<file path="config.mk">
export PLATFORM = sky130hd
export DESIGN_NAME = note_sequencer
export DESIGN_NICKNAME = d
export VERILOG_FILES = /design/src/rtl/note_sequencer.sv
export SDC_FILE = /design/constraint.sdc
export NUM_CORES = 1
export LEC_CHECK = 0
export CAP_MARGIN = 20
export CORE_MARGIN = 2
export CORE_UTILIZATION = 50
export CTS_BUF_LIST = sky130_fd_sc_hd__clkbuf_4 sky130_fd_sc_hd__clkbuf_8
export DETAILED_ROUTE_END_ITERATION = 10
export GPL_TIMING_DRIVEN = 1
export PLACE_DENSITY = 0.67
export SKIP_CTS_REPAIR_TIMING = 1
export SYNTH_ARGS = -nofsm -noshare
export SYNTH_HDL_FRONTEND = slang
export SYNTH_SLANG_ARGS = --single-unit
</file>
<file path="constraint.sdc">
create_clock -name clk -period 4.2 [get_ports clk]
set_clock_uncertainty 0.15 [all_clocks]
set_input_delay 0.84 -clock clk [delete_from_list [all_inputs] [get_ports clk]]
set_output_delay 0.84 -clock clk [all_outputs]
set_load 0.01 [all_outputs]
</file>
<file path="src/rtl/note_sequencer.sv">
// Note pattern sequencer feeding the envelope generator: steps a small
// programmable pattern, strobing note_on/note_off and waiting for release.
module note_sequencer #(
   parameter int DEPTH = 16,
   parameter int AW    = 4,
   parameter int DURW  = 16
) (
   input  logic            clk,
   input  logic            rst_b,
   input  logic            wr_en,
   input  logic [AW-1:0]   wr_addr,
   input  logic [6:0]      wr_note,
   input  logic [DURW-1:0] wr_dur,
   input  logic [AW:0]     len,
   input  logic            loop_en,
   input  logic            start,
   input  logic            stop,
   input  logic            env_busy,
   input  logic            env_done,
   output logic            note_on,
   output logic            note_off,
   output logic [6:0]      note_code,
   output logic [AW-1:0]   step_idx,
   output logic            running,
   output logic            seq_done
);

   localparam logic [2:0] S_IDLE = 3'd0;
   localparam logic [2:0] S_TRIG = 3'd1;
   localparam logic [2:0] S_GATE = 3'd2;
   localparam logic [2:0] S_RELW = 3'd3;
   localparam logic [2:0] S_STEP = 3'd4;

   logic [6+DURW:0] mem_q [DEPTH];
   logic [6+DURW:0] rd_ent;
   logic [6:0]      rd_note;
   logic [DURW-1:0] rd_dur;

   logic [2:0]      state_q, state_d;
   logic [AW-1:0]   step_q, step_d;
   logic [DURW-1:0] cnt_q, cnt_d;
   logic [DURW-1:0] dur_q, dur_d;
   logic [6:0]      note_q, note_d;
   logic            abort_q, abort_d;
   logic            on, off, done, last;

   always_ff @(posedge clk) begin
      if (wr_en) mem_q[wr_addr] <= {wr_note, wr_dur};
   end

   // Asynchronous read: a write in the trigger cycle lands after the sample
   assign rd_ent  = mem_q[step_q];
   assign rd_note = rd_ent[DURW+6:DURW];
   assign rd_dur  = rd_ent[DURW-1:0];
   assign last    = ({1'b0, step_q} + (AW+1)'(1)) >= len;

   always_comb begin
      state_d = state_q;
      step_d  = step_q;
      cnt_d   = cnt_q;
      dur_d   = dur_q;
      note_d  = note_q;
      abort_d = abort_q;
      on      = 1'b0;
      off     = 1'b0;
      done    = 1'b0;
      case (state_q)
         S_IDLE: begin
            if (start && !stop && len != '0) begin
               step_d  = '0;
               abort_d = 1'b0;
               state_d = S_TRIG;
            end
         end
         S_TRIG: begin
            if (stop) begin
               state_d = S_IDLE;
            end else if (rd_dur == '0) begin
               state_d = S_STEP;
            end else if (!env_busy) begin
               on      = 1'b1;
               note_d  = rd_note;
               dur_d   = rd_dur;
               cnt_d   = DURW'(1);
               state_d = S_GATE;
            end
         end
         S_GATE: begin
            if (stop || cnt_q == dur_q) begin
               off     = 1'b1;
               abort_d = stop;
               state_d = S_RELW;
            end else begin
               cnt_d = cnt_q + DURW'(1);
            end
         end
         S_RELW: begin
            if (stop) abort_d = 1'b1;
            if (env_done) state_d = (abort_q || stop) ? S_IDLE : S_STEP;
         end
         S_STEP: begin
            if (stop) begin
               state_d = S_IDLE;
            end else if (last && loop_en) begin
               step_d  = '0;
               state_d = S_TRIG;
            end else if (last) begin
               done    = 1'b1;
               state_d = S_IDLE;
            end else begin
               step_d  = step_q + AW'(1);
               state_d = S_TRIG;
            end
         end
         default: state_d = S_IDLE;
      endcase
   end

   always_ff @(posedge clk) begin
      if (!rst_b) begin
         state_q <= S_IDLE;
         step_q  <= '0;
         cnt_q   <= '0;
         dur_q   <= '0;
         note_q  <= '0;
         abort_q <= 1'b0;
      end else begin
         state_q <= state_d;
         step_q  <= step_d;
         cnt_q   <= cnt_d;
         dur_q   <= dur_d;
         note_q  <= note_d;
         abort_q <= abort_d;
      end
   end

   assign note_on   = on;
   assign note_off  = off;
   assign seq_done  = done;
   assign running   = state_q != S_IDLE;
   assign note_code = on ? rd_note : note_q;
   assign step_idx  = step_q;

endmodule

</file>
* After elaboration in Yosys (flattened, before gate mapping)
Memories as Yosys holds them, arrays and structs flattened. A register that Yosys moved wholly into a read port is not among the register bits. Cells that the tools add are included.
Storage, ports and cells: register bits after elaboration 47, memories 1, bits of input ports 40, output and inout bits 15, memory bits (writable) 368, word-level logic and storage cells 88
Operators by class: bitwise operators 3, multiplexer cells 40, reduce and logical (&&, ||, !) cells 18, equal/unequal tests 16, $add $sub $neg 3, order comparisons 1
Memories:
- mem_q | words 16, bits a word 23, read ports 1, clocked after memory_dff 1, write ports 1, line 34 | logic [6+DURW:0] mem_q [DEPTH];
Operators by type and width (number):
- two-way mux 16 bit | 4
- case mux 16 bit (2 select lines) | 1
- two-way mux 4 bit | 6
- two-way mux 3 bit | 7
- two-way mux 1 bit | 18
- inequality test 2 bit (second input constant) | 9
- adder 16 x 1 -> 16 bit (second input constant) | 1
- == test 16 bit | 1
- zero test 16 bit | 1
- AND reduction 4 bit | 4
- case mux 3 bit (5 select lines) | 1
- case mux 4 bit (2 select lines) | 1
- two-way mux 7 bit | 1
- == test 3 x 2 -> 1 bit (second input constant) | 2
- nonzero test 3 bit | 2
- adder 4 x 1 -> 5 bit (second input constant) | 1
- greater-or-equal comparator 5 bit | 1
- AND reduction 5 bit | 1
- nonzero test 5 bit | 1
- adder 4 x 1 -> 4 bit (second input constant) | 1
- inequality test 4 bit (second input constant) | 1
- nonzero test 2 bit | 2
- == test 3 x 1 -> 1 bit (second input constant) | 1
- == test 3 bit (second input constant) | 1
- 7 further kinds | 12

* Longest topological paths before layout
word-level depth 8, gate-level depth with buffers 12, depth with buffers taken out 9

* Worst setup path before layout
Ideal clock, no wire load.
path kind reg-to-output, start register (tool-made name), end output port note_code[0], arrival 2599 ps, slack 611 ps, stages on the path, launching flop included 8, buffers on the path 4, data required time 3210 ps, cell sequence dfxtp_1 > buf_2 > buf_1 > clkbuf_1 > clkbuf_1 > mux4_2 > mux4_2 > mux2_2
RTL lines:
- end: declaration | line 22 | output logic [6:0] note_code,

==> key figures <==
STA
  – Fin. Hold Viols: 0
  – # setup viols final: 8
  – Final worst slack: -0.324 ns
  – RSZ-0062 raised after global routing: yes
  – Period minus WS final: ~4.5 ns
  – Fin. max-slew vios: 0
  – Tcrit/Tclk final: 108%
  – Max-Slew Margin vs Limit: roughly 38%
  – Max Clk Rate: about 0.22 GHz
  – Worst-Margin Slew: about 0.93 ns

Pwr
  – Pwr dens: ~420 nW/um^2
  – Leakage: just under 7 nW
  – Maximum vdd drop: ~0.22 mV
  – Pwr Total: around 8.5 mW

Global route
  – Tot GR Track Use: 21.5%
  – Global-route wire length before repair: around 54,000 um
  – Initial antenna violation count: 2
  – Remaining Overflow, GRT: 0
  – Largest net degree at the start of global routing: 34
  – Vias in the first global route: about 8,800

Die
  – Rows: 66
  – Core ar.: between 30,000 and 40,000 um^2
  – I/O pin total: 55
  – Total Die Area: roughly 34,000 um^2
  – Die width: 186 um
  – Die height: between 150 and 200 um
  – Initial Utilization: approximately half

Synthesis
  – Syn Nets: 920
  – Avg Cell Area, Syn: around 19 um^2
  – Async SR Flop Fraction: 0%
  – Yosys top cell by area: edfxtp_1
  – Main flop type after synthesis: edfxtp_1
  – Synth unique cells: 51
  – Post-synth EDFFs: 368
  – Synth top area share: about 67%
  – Sequential share of the synthesized area: approximately three quarters
  – Largest cells by area after synthesis: edfxtp_1 67%, mux4_2 14%, dfxtp_1 6.2%
  – Syn Std Cell Area: around 16,000 um^2
  – Synth Warn #: 0
  – FF+latch count, synth: 419
  – Syn Inst Count: between 800 and 900

Drt
  – Met3 WL: roughly 2700 um
  – Top routing layer used: met5
  – Wire per inst: between 20 and 25 um
  – Vias per inst: about 5.8
  – 1st-iter DRT viols: ~800
  – Vias: roughly 9,000
  – Routed met1 length: 16,200 um
  – ANT nets after route: 0
  – Metal2 WL: between 15,000 and 20,000 um
  – Final WL: 36,700 um
  – DRC: 0
  – Router iterations before antenna repair: 5

CTS
  – # H-tree levels: 3
  – Root Buffer: clkbuf_8
  – Clock Latency Late Sink: around 0.58 ns
  – Clock transition at path regs: 0.06 ns
  – Num CTS Buffers: 68
  – CTS tree: built
  – Longest Clk Path Bufs: 3
  – Clock tree sinks: roughly 420

Setup path
  – Worst endpoint required time: 3.21 ns
  – CP startpoint kind: register
  – Crit Path Category: reg -> out
  – CP Max Fanout: 9
  – Crit. End Element: output port
  – Crit path arrival time: around 3.5 ns

Final layout
  – Synth-to-layout area growth: 21.5%
  – FILL cells: about 2,400
  – # nets final: roughly 1,100
  – Register area: 12,100 um^2
  – Layout Cells excl Fill: around 1,500
  – Most frequent cells in the layout: 368 x edfxtp_1, 99 x mux4_2, 74 x buf_4
  – Fin area: 20,000 um^2
  – Final core utilization: about three fifths
  – Share of post-route cells with drive strength above 1: 33.9%
  – Multi-input logic area: around 4400 um^2
  – Commonest non-fill, non-tap cell in the layout: edfxtp_1

Placed design
  – Placed cells: approximately 1,400
  – GPL Wtd Cong: 0.795
  – Port Buffers: between 50 and 60
  – DP Wirelength: 21,400 um
  – Cell Area, Placed: ~18,000 um^2

Run status
  – Run status: complete, but fails checks
  – Failing checks: negative setup slack

Hold path
  – Hold/Removal Path Class: reg -> reg

Run
  – Maximum capacitance violations: 0
[synth_stat cells, types with 5 or more instances]
master	instances
a21oi_1	15
a22oi_1	28
a31oi_1	11
and2_1	11
and3_1	10
buf_2	7
buf_6	6
clkbuf_1	25
dfxtp_1	51
edfxtp_1	368
ha_1	7
inv_1	11
mux2_2	7
mux2i_1	20
mux4_2	99
nand2_1	41
nand3_1	18
nand4_1	6
nor2_1	38
nor2b_1	5
nor3_1	8
nor4_1	11
o21ai_0	13
xor2_1	17
[where the power goes]
part	total (mW)	leakage [nW]	internal, mW	switching [mW]
registers	4.65	3.74	4.62	0.0324
logic	0.389	2.35	0.163	0.226
clock network	3.47	0.699	1.93	1.54
total	8.51	6.78	6.71	1.79
[cell families (layout without fill, tap and decap cells)]
kind of cell / after synthesis / count (layout) / share of synthesized area, %
adders and majority gates: 7 / 7 / 0.531
muxes: 126 / 126 / 15.2
AOI/OAI and AO/OA: 86 / 86 / 3.54
xor gates and xnor gates: 18 / 18 / 0.956
and+or+nand+nor: 163 / 163 / 4.91
buffers and inverters: 54 / 284 / 1.62
other: 0 / 1 / 0
DFF: 419 / 419 / 73.2
[worst paths after layout]
| path | depth (start not counted) | start | end | slack (ns) |
|---|---|---|---|---|
| setup / recovery | 12 | register | note_code[3] | -0.32 |
| hold / removal | 2 | abort_q$_SDFFE_PN0P_ | abort_q$_SDFFE_PN0P_ | 0.31 |
| setup reg to reg | 14 | register | cnt_q[15]$_SDFFE_PN0P_ | 0.83 |
| hold reg to reg | 2 | abort_q$_SDFFE_PN0P_ | abort_q$_SDFFE_PN0P_ | 0.31 |
[final cells by class]
| type | count | area share [%] |
|---|---|---|
| sequential | 419 | 60.3 |
| multi-input combinational | 400 | 22.1 |
| timing repair buffer | 152 | 7.83 |
| clock buffer | 96 | 5.88 |
| tap | 442 | 2.76 |
| clock inverter | 24 | 0.862 |
| inverter | 12 | 0.225 |
| antenna | 1 | 0.0125 |
[worst max-delay path, cell delays in order, from the launching register on]
cell and delay (ns):
dfxtp_4 0.42, clkbuf_16 0.19, buf_4 0.11, mux4_2 0.49
a22oi_1 0.20, nand2_1 0.23, nor4_4 0.21, buf_4 0.15
nand4_1 0.13, nand4_1 0.20, buf_12 0.17, mux2_4 0.32
buf_6 0.12
[per-stage QoR]
step / setup TNS [ns] / worst slack (ns) / hold slack (ns)
final: -2.49 / -0.324 / 0.312
after global routing: -3.50 / -0.449 / 0.339
after CTS: -6.68 / -0.864 / 0.315
after detailed placement: -1.49 / -0.215 / 0.306
after global placement: -1.15 / -0.166 / 0.302
after floorplan: 0 / 0.611 / 0.292
[metal layers]
layer | track usage [%] | up-vias
met5 | 0 | -
li1 | - | 3943
met1 | 31.5 | 4590
met3 | 4.32 | 56
met4 | 6.55 | 2
met2 | 33.0 | 331
[flip-flops by register name, summed over array words and instances (netlist names), named ones only]
register,cells
step_idx,4
note_q,7
state_q,3
mem_q,368
dur_q,16
cnt_q,16
abort_q,1
Note: power is estimated with default switching activity, not from simulation.
